==> src/rtl/mux_scan.sv <==
// Registered N-way channel mux with manual select handshake or timed auto-scan.
// Latency: one edge from cur_sel/in to out; sel_ready = ~mode, so manual offers stall while scanning.
module mux_scan #(
  parameter int SW    = 4,
  parameter int W     = 1,
  parameter int DWELL = 4
) (
  input  logic                  clk,
  input  logic                  rst,
  input  logic [(2**SW)*W-1:0]  in,
  input  logic                  mode,
  input  logic [SW-1:0]         sel_in,
  input  logic                  sel_valid,
  output logic                  sel_ready,
  output logic [W-1:0]          out,
  output logic [SW-1:0]         out_sel,
  output logic                  out_valid,
  output logic                  scan_wrap
);

  localparam logic [7:0] DWELL_LAST = 8'(DWELL - 1);

  typedef enum logic [1:0] {IDLE, MANUAL, SCAN} state_t;

  state_t        state;
  logic [SW-1:0] cur_sel;
  logic [7:0]    cnt;
  logic [W-1:0]  chan;
  logic          accept;

  assign sel_ready = ~mode;
  assign accept    = sel_valid & sel_ready;
  assign chan      = in[cur_sel*W +: W];

  always_ff @(posedge clk) begin
    if (rst) begin
      state     <= IDLE;
      cur_sel   <= '0;
      cnt       <= '0;
      out       <= '0;
      out_sel   <= '0;
      out_valid <= 1'b0;
      scan_wrap <= 1'b0;
    end else begin
      // Output stage samples pre-edge selection; held at zero until a channel is chosen.
      out       <= (state != IDLE) ? chan : '0;
      out_sel   <= (state != IDLE) ? cur_sel : '0;
      out_valid <= (state != IDLE);
      scan_wrap <= 1'b0;

      case (state)
        IDLE: begin
          if (mode) begin
            state   <= SCAN;
            cur_sel <= '0;
            cnt     <= '0;
          end else if (accept) begin
            state   <= MANUAL;
            cur_sel <= sel_in;
          end
        end
        MANUAL: begin
          if (mode) begin
            state <= SCAN;
            cnt   <= '0;
          end else if (accept) begin
            cur_sel <= sel_in;
          end
        end
        SCAN: begin
          if (!mode) begin
            // Leaving scan freezes the channel unless a select arrives in the same cycle.
            state <= MANUAL;
            cnt   <= '0;
            if (accept) cur_sel <= sel_in;
          end else if (cnt == DWELL_LAST) begin
            cnt     <= '0;
            cur_sel <= cur_sel + 1'b1;
            if (cur_sel == '1) scan_wrap <= 1'b1;
          end else begin
            cnt <= cnt + 8'd1;
          end
        end
        default: state <= IDLE;
      endcase
    end
  end

endmodule
==> config.mk <==
export PLATFORM = sky130hd
export DESIGN_NAME = mux_scan
export DESIGN_NICKNAME = d
export VERILOG_FILES = /design/src/rtl/mux_scan.sv
export SDC_FILE = /design/constraint.sdc
export NUM_CORES = 1
export LEC_CHECK = 0
export BUFFER_PORTS_ARGS = -buffer_cell sky130_fd_sc_hd__buf_2
export CELL_PAD_IN_SITES_DETAIL_PLACEMENT = 1
export CELL_PAD_IN_SITES_GLOBAL_PLACEMENT = 1
export CORE_ASPECT_RATIO = 0.7
export CORE_MARGIN = 1
export CORE_UTILIZATION = 42
export CTS_CLUSTER_SIZE = 25
export DETAILED_ROUTE_END_ITERATION = 10
export GPL_ROUTABILITY_DRIVEN = 0
export PLACE_DENSITY = 0.87
export SLEW_MARGIN = 20
export SYNTH_ARGS = -nofsm -noshare
export SYNTH_HDL_FRONTEND = slang
export SYNTH_SLANG_ARGS = --single-unit
export TNS_END_PERCENT = 1
==> constraint.sdc <==
create_clock -name clk -period 2.7 [get_ports clk]
set_input_delay 0.135 -clock clk [delete_from_list [all_inputs] [get_ports clk]]
set_output_delay 0.135 -clock clk [all_outputs]
set_load 0.05 [all_outputs]
# --- Word-level counts from Yosys, hierarchy flattened ---
# Index checks and enable logic that the tools add are counted.
# Widths: inputs -> output; s select.
word_totals:
  reg_bits: 21
  inputBits: 24
  out_inout_bits: 8
  wordCells: 51
classes:
  add_sub_neg: 2
  eq_ne: 10
  shift: 1
  n_mux: 16
  bitwise: 5
  reduce_logical: 10
op_table:
  columns: ["op", "n"]
  rows:
  - ["$mux 8", 3]
  - ["$mux 4", 5]
  - ["$pmux 8 s2", 1]
  - ["$shiftx 16x5->1", 1]
  - ["$pmux 4 s3", 1]
  - ["$add 8x1->8 const B", 1]
  - ["$eq 8x2->1 const B", 1]
  - ["$mux 2", 4]
  - ["$ne 2x2->1 const B", 3]
  - ["$ne 3x3->1 const B", 2]
  - ["$pmux 2 s3", 1]
  - ["$reduce_and 3->1", 2]
  - ["$add 4x1->4 const B", 1]
  - ["$eq 4x4->1 const B", 1]
  - ["$not 1->1", 4]
  - ["$reduce_bool 2->1", 2]
  - ["$reduce_or 2->1", 2]
  - ["$reduce_or 4->1", 1]
  - ["$reduce_bool 3->1", 1]
  - ["$eq 2x1->1 const B", 1]
  - ["$eq 2x2->1 const B", 1]
  - ["$logic_not 2->1", 1]
  - ["$ne 2x1->1 const B", 1]
  - ["$reduce_and 2->1", 1]
  - ["other kinds (2)", 2]

# --- Depth between registers and ports, before layout ---
depth:
  depth_word: 5
  mapped_depth: 6
  depth_no_buf: 6

# --- Worst setup path after synthesis ---
# Ideal clock, no wire load.
synth_path:
  kind: "flip-flop to flip-flop"
  start: "register state[1]"
  end: "register state[0]"
  setup_time_ns: 0.120
  arrival_ns: 1.393
  t_required_ns: 2.580
  setup_slack_ns: 1.187
  stages_incl_launch_ff: 7
  path_buffers: 0
  synth_period_minus_slack_ns: 1.513
  cell_sequence: "dfxtp_1 inv_1 ha_1 nor2b_1 o31ai_2 mux2i_1 a21oi_1"
synth_between:
  elab_chain_len: 3
  word_cells_on_any_way: 8
  classes_between: "eq/ne (5); mux (1); reduce/logical (2)"
synth_rtl:
  columns: ["item", "line", "rtl"]
  rows:
  - ["from (decl)", "25", "state_t state;"]
  - ["from (signal assigned)", "37", "state <= IDLE;"]
  - ["from (signal assigned)", "54", "state <= SCAN;"]
  - ["from (signal assigned)", "58", "state <= MANUAL;"]
  - ["$eq 2x2->1 (tied with other cells)", "51", "case (state)"]
  - ["$ne 2x2->1 (no source line) / $ne 3x3->1 (equally long branches)", null, null]
  - ["$reduce_and 3->1 (no source line)", null, null]
# Parallel ways exist; a longest one is shown, timed or not.
# A chain may end at the register's enable or synchronous reset.

# --- Worst setup path in the final report ---
# Same ends and word-level chain as after synthesis.

==> reports/qor.csv <==
metric;value;unit
status;finished clean;
setup_tns;0;ns
setup.worst_path.class;flop to flop;
fp.dieH;47.96;microns
yosys.area.top_type;dfxtp_1;
end_kind;flop;
clock_power_share;0.219;
crit_fanout;6;
drive_gt1_frac;0.2930;
clockBufferDepth;2;
grt_pass1_vias;1030;
grt_pass1_wl;4.809;mm
dp_cells;189;
synth_seq_cells;21;
crit_slowest_cell;dfxtp_1;
yosysSeqAreaShare;0.3317;
maxSlewHeadroom;0.6352;
cts_sinks;21;
syn_to_final_growth;15.70;%
io_buffers;31;
fin_cells;193;
synth-main-ff-cell;dfxtp_1;
num_rows;16;
slew_violations;0;
clkLatencyLatePin;0.26;ns
worstPathCellList;inv_1 -> ha_1 -> nor2b_1 -> o31ai_2 -> mux2i_1 -> a21oi_1;
synth_nets;158;
antenna_found_initial;0;
grt_max_degree;15;
timing.hold.ws;0.2167;ns
syn_area;1267;sq um
core-area;2823;sq um
hold_viol;0;
cp-start-kind;flop;
rsz0062_at_grt;false;
numCtsBuffers;3;
path_clk_slew;0.07;ns
power.share.combinational;0.378;
yosysWarnings;0;
post-route-period-util;0.6683;
wire_per_inst;16.93;microns
ir_drop;0.3558;mV
postCtsSetupBuffers;0;
drtIter0Drc;63;
synth_cell_types;43;
cp.required;2.84;ns
avgSynthCellArea;9.902;sq um
power;0.0009452;W
dieWidth;67.66;microns
crit_arrival;1.95;ns
synth_top_area_share;0.3317;
async_flop_share;0;
io_pins;32;
placed_area;1420;sq um
min_path_type;input port to flop;
synth_enable_flop_cells;0;
diodes;0;
cts_hold_buf;0;
cts_tree;yes;
clock.fmax;554.2;MHz
power_frac_seq;0.403;
gr-usage-all-layers;0.2087;
skew;0.002548;ns
p_switching;0.0003517;W
yosys-top-cells-area;dfxtp_1, ha_1, mux4_2;
vias_per_cell;5.907;
p_int;0.0005936;W
ctsResizeCount;0;
p_leak;0.6127;nW
p_sw_frac;0.3721;
ant_nets;0;
wl;3.267;mm
dieArea;3245;sq um
vias;1140;
route.detailed.drc;0;
fill_cells;337;
dp_hpwl;2.591;mm
fin_nets;188;
design_area;1466;sq um
maxCapViolations;0;
setup_viol;0;
max_stage_delay;0.40;ns
initial_core_util;0.4490;
powerDensity;644.6;nW/um^2
min_period;1.804;ns
overflow;0;
syn_inst;128;
first_pass_iters;4;
worst_pin_slew;0.5461;ns
cts_root_buf;clkbuf_8;
htree_levels;1;
==> state kept, by name (all words and copies together), names as in the netlist <==
register and flops:
out 1, cur_sel 4, cnt 8, out_valid 1, out_sel 4, scan_wrap 1
state 2
==> synthesized netlist by cell type (3+ instances only) <==
master and instances:
xor2_1 5, inv_1 5, a21oi_1 7, nor3_1 3, o32ai_1 3, o21ai_0 4
nor2_1 9, mux2i_1 6, mux4_2 3, and2_1 3, ha_1 6, o2111ai_1 4
nand2b_1 4, dfxtp_1 21, nand2_1 8
==> worst paths after layout <==
check / start / to / slack (ns) / cells after the start
setup / recovery: state[1]$_SDFFE_PP0P_ / state[0]$_SDFFE_PP0P_ / 0.90 / 6
hold / removal: rst / state[1]$_SDFFE_PP0P_ / 0.22 / 2
setup reg to reg: state[1]$_SDFFE_PP0P_ / state[0]$_SDFFE_PP0P_ / 0.90 / 6
hold reg to reg: cnt[1]$_SDFFE_PP0P_ / cnt[1]$_SDFFE_PP0P_ / 0.53 / 2
==> logic make-up (layout without fill, tap and decap cells) <==
family          count (synthesis)  count (layout)  synth area share
simple gates                   42              42            0.1955
compound gates                 33              33            0.2053
flops                          21              21            0.3317
buf+inv                        11              40           0.05232
mux                            10              10            0.1214
fa+ha+maj                       6               6           0.05923
xor+xnor                        5               5           0.03455
==> final cells by class <==
cell class / instances / area [sq um] / share of cell area
clock buffers: 3 / 41.29 / 0.02816
inverters: 5 / 18.77 / 0.01280
well taps: 36 / 45.04 / 0.03072
repair buffers: 31 / 155.1 / 0.1058
multi-input cells: 96 / 780.7 / 0.5324
clock inverters: 1 / 5.005 / 0.003413
flip-flops and latches: 21 / 420.4 / 0.2867
==> critical path, delay by kind of cell (launching register included) <==
family          cells  cell delay (ns)
fa+ha+maj           1             0.32
compound gates      2             0.42
mux                 1             0.23
simple gates        1             0.19
buf+inv             1             0.12
flops               1             0.40
==> layout by cell type, fill, tap and decap left out, types with 2 or more instances in the layout <==
cell type,Yosys,final
mux4_2,3,3
xor2_1,5,5
buf_2,2,31
nand2_1,8,8
o32ai_1,3,3
nand3_1,2,2
dfxtp_1,21,21
o2111ai_1,4,4
and2_1,3,3
a21oi_1,7,7
ha_1,6,6
a211oi_1,2,2
nor2b_1,2,2
nor3_1,3,3
nor2_1,9,9
nand2b_1,4,4
clkbuf_8,0,3
mux2i_1,6,6
or3_1,2,2
inv_1,5,5
o32a_1,2,2
a21o_1,2,2
o21ai_0,4,4
==> power by group through the flow <==
| stage | clock (W) | combinational [W] | sequential, W |
|---|---|---|---|
| after floorplan | 0 | 0.000273 | 0.000389 |
| after global placement | 0 | 0.000336 | 0.000385 |
| after detailed placement | 0 | 0.000351 | 0.000389 |
| after CTS | 0.000213 | 0.000356 | 0.000382 |
| after global routing | 0.000235 | 0.000385 | 0.000387 |
| final | 0.000207 | 0.000357 | 0.000381 |
==> metrics by stage <==
step | util | worst slack (ns)
floorplan | - | 1.187
global placement | 0.5031 | 1.005
detailed placement | 0.5031 | 0.9375
CTS | 0.5195 | 0.8995
global route | 0.5195 | 0.7814
finish | 0.5195 | 0.8957
==> metal layers <==
| layer | global-route usage | wire, microns | up-vias |
|---|---|---|---|
| met5 | 0 | 0 | - |
| met4 | 0.04681 | 50 | 0 |
| met3 | 0.05714 | 122 | 10 |
| met2 | 0.3663 | 1577 | 38 |
| met1 | 0.2584 | 1516 | 555 |
| li1 | - | - | 537 |
(Power assumes the default switching activity.)
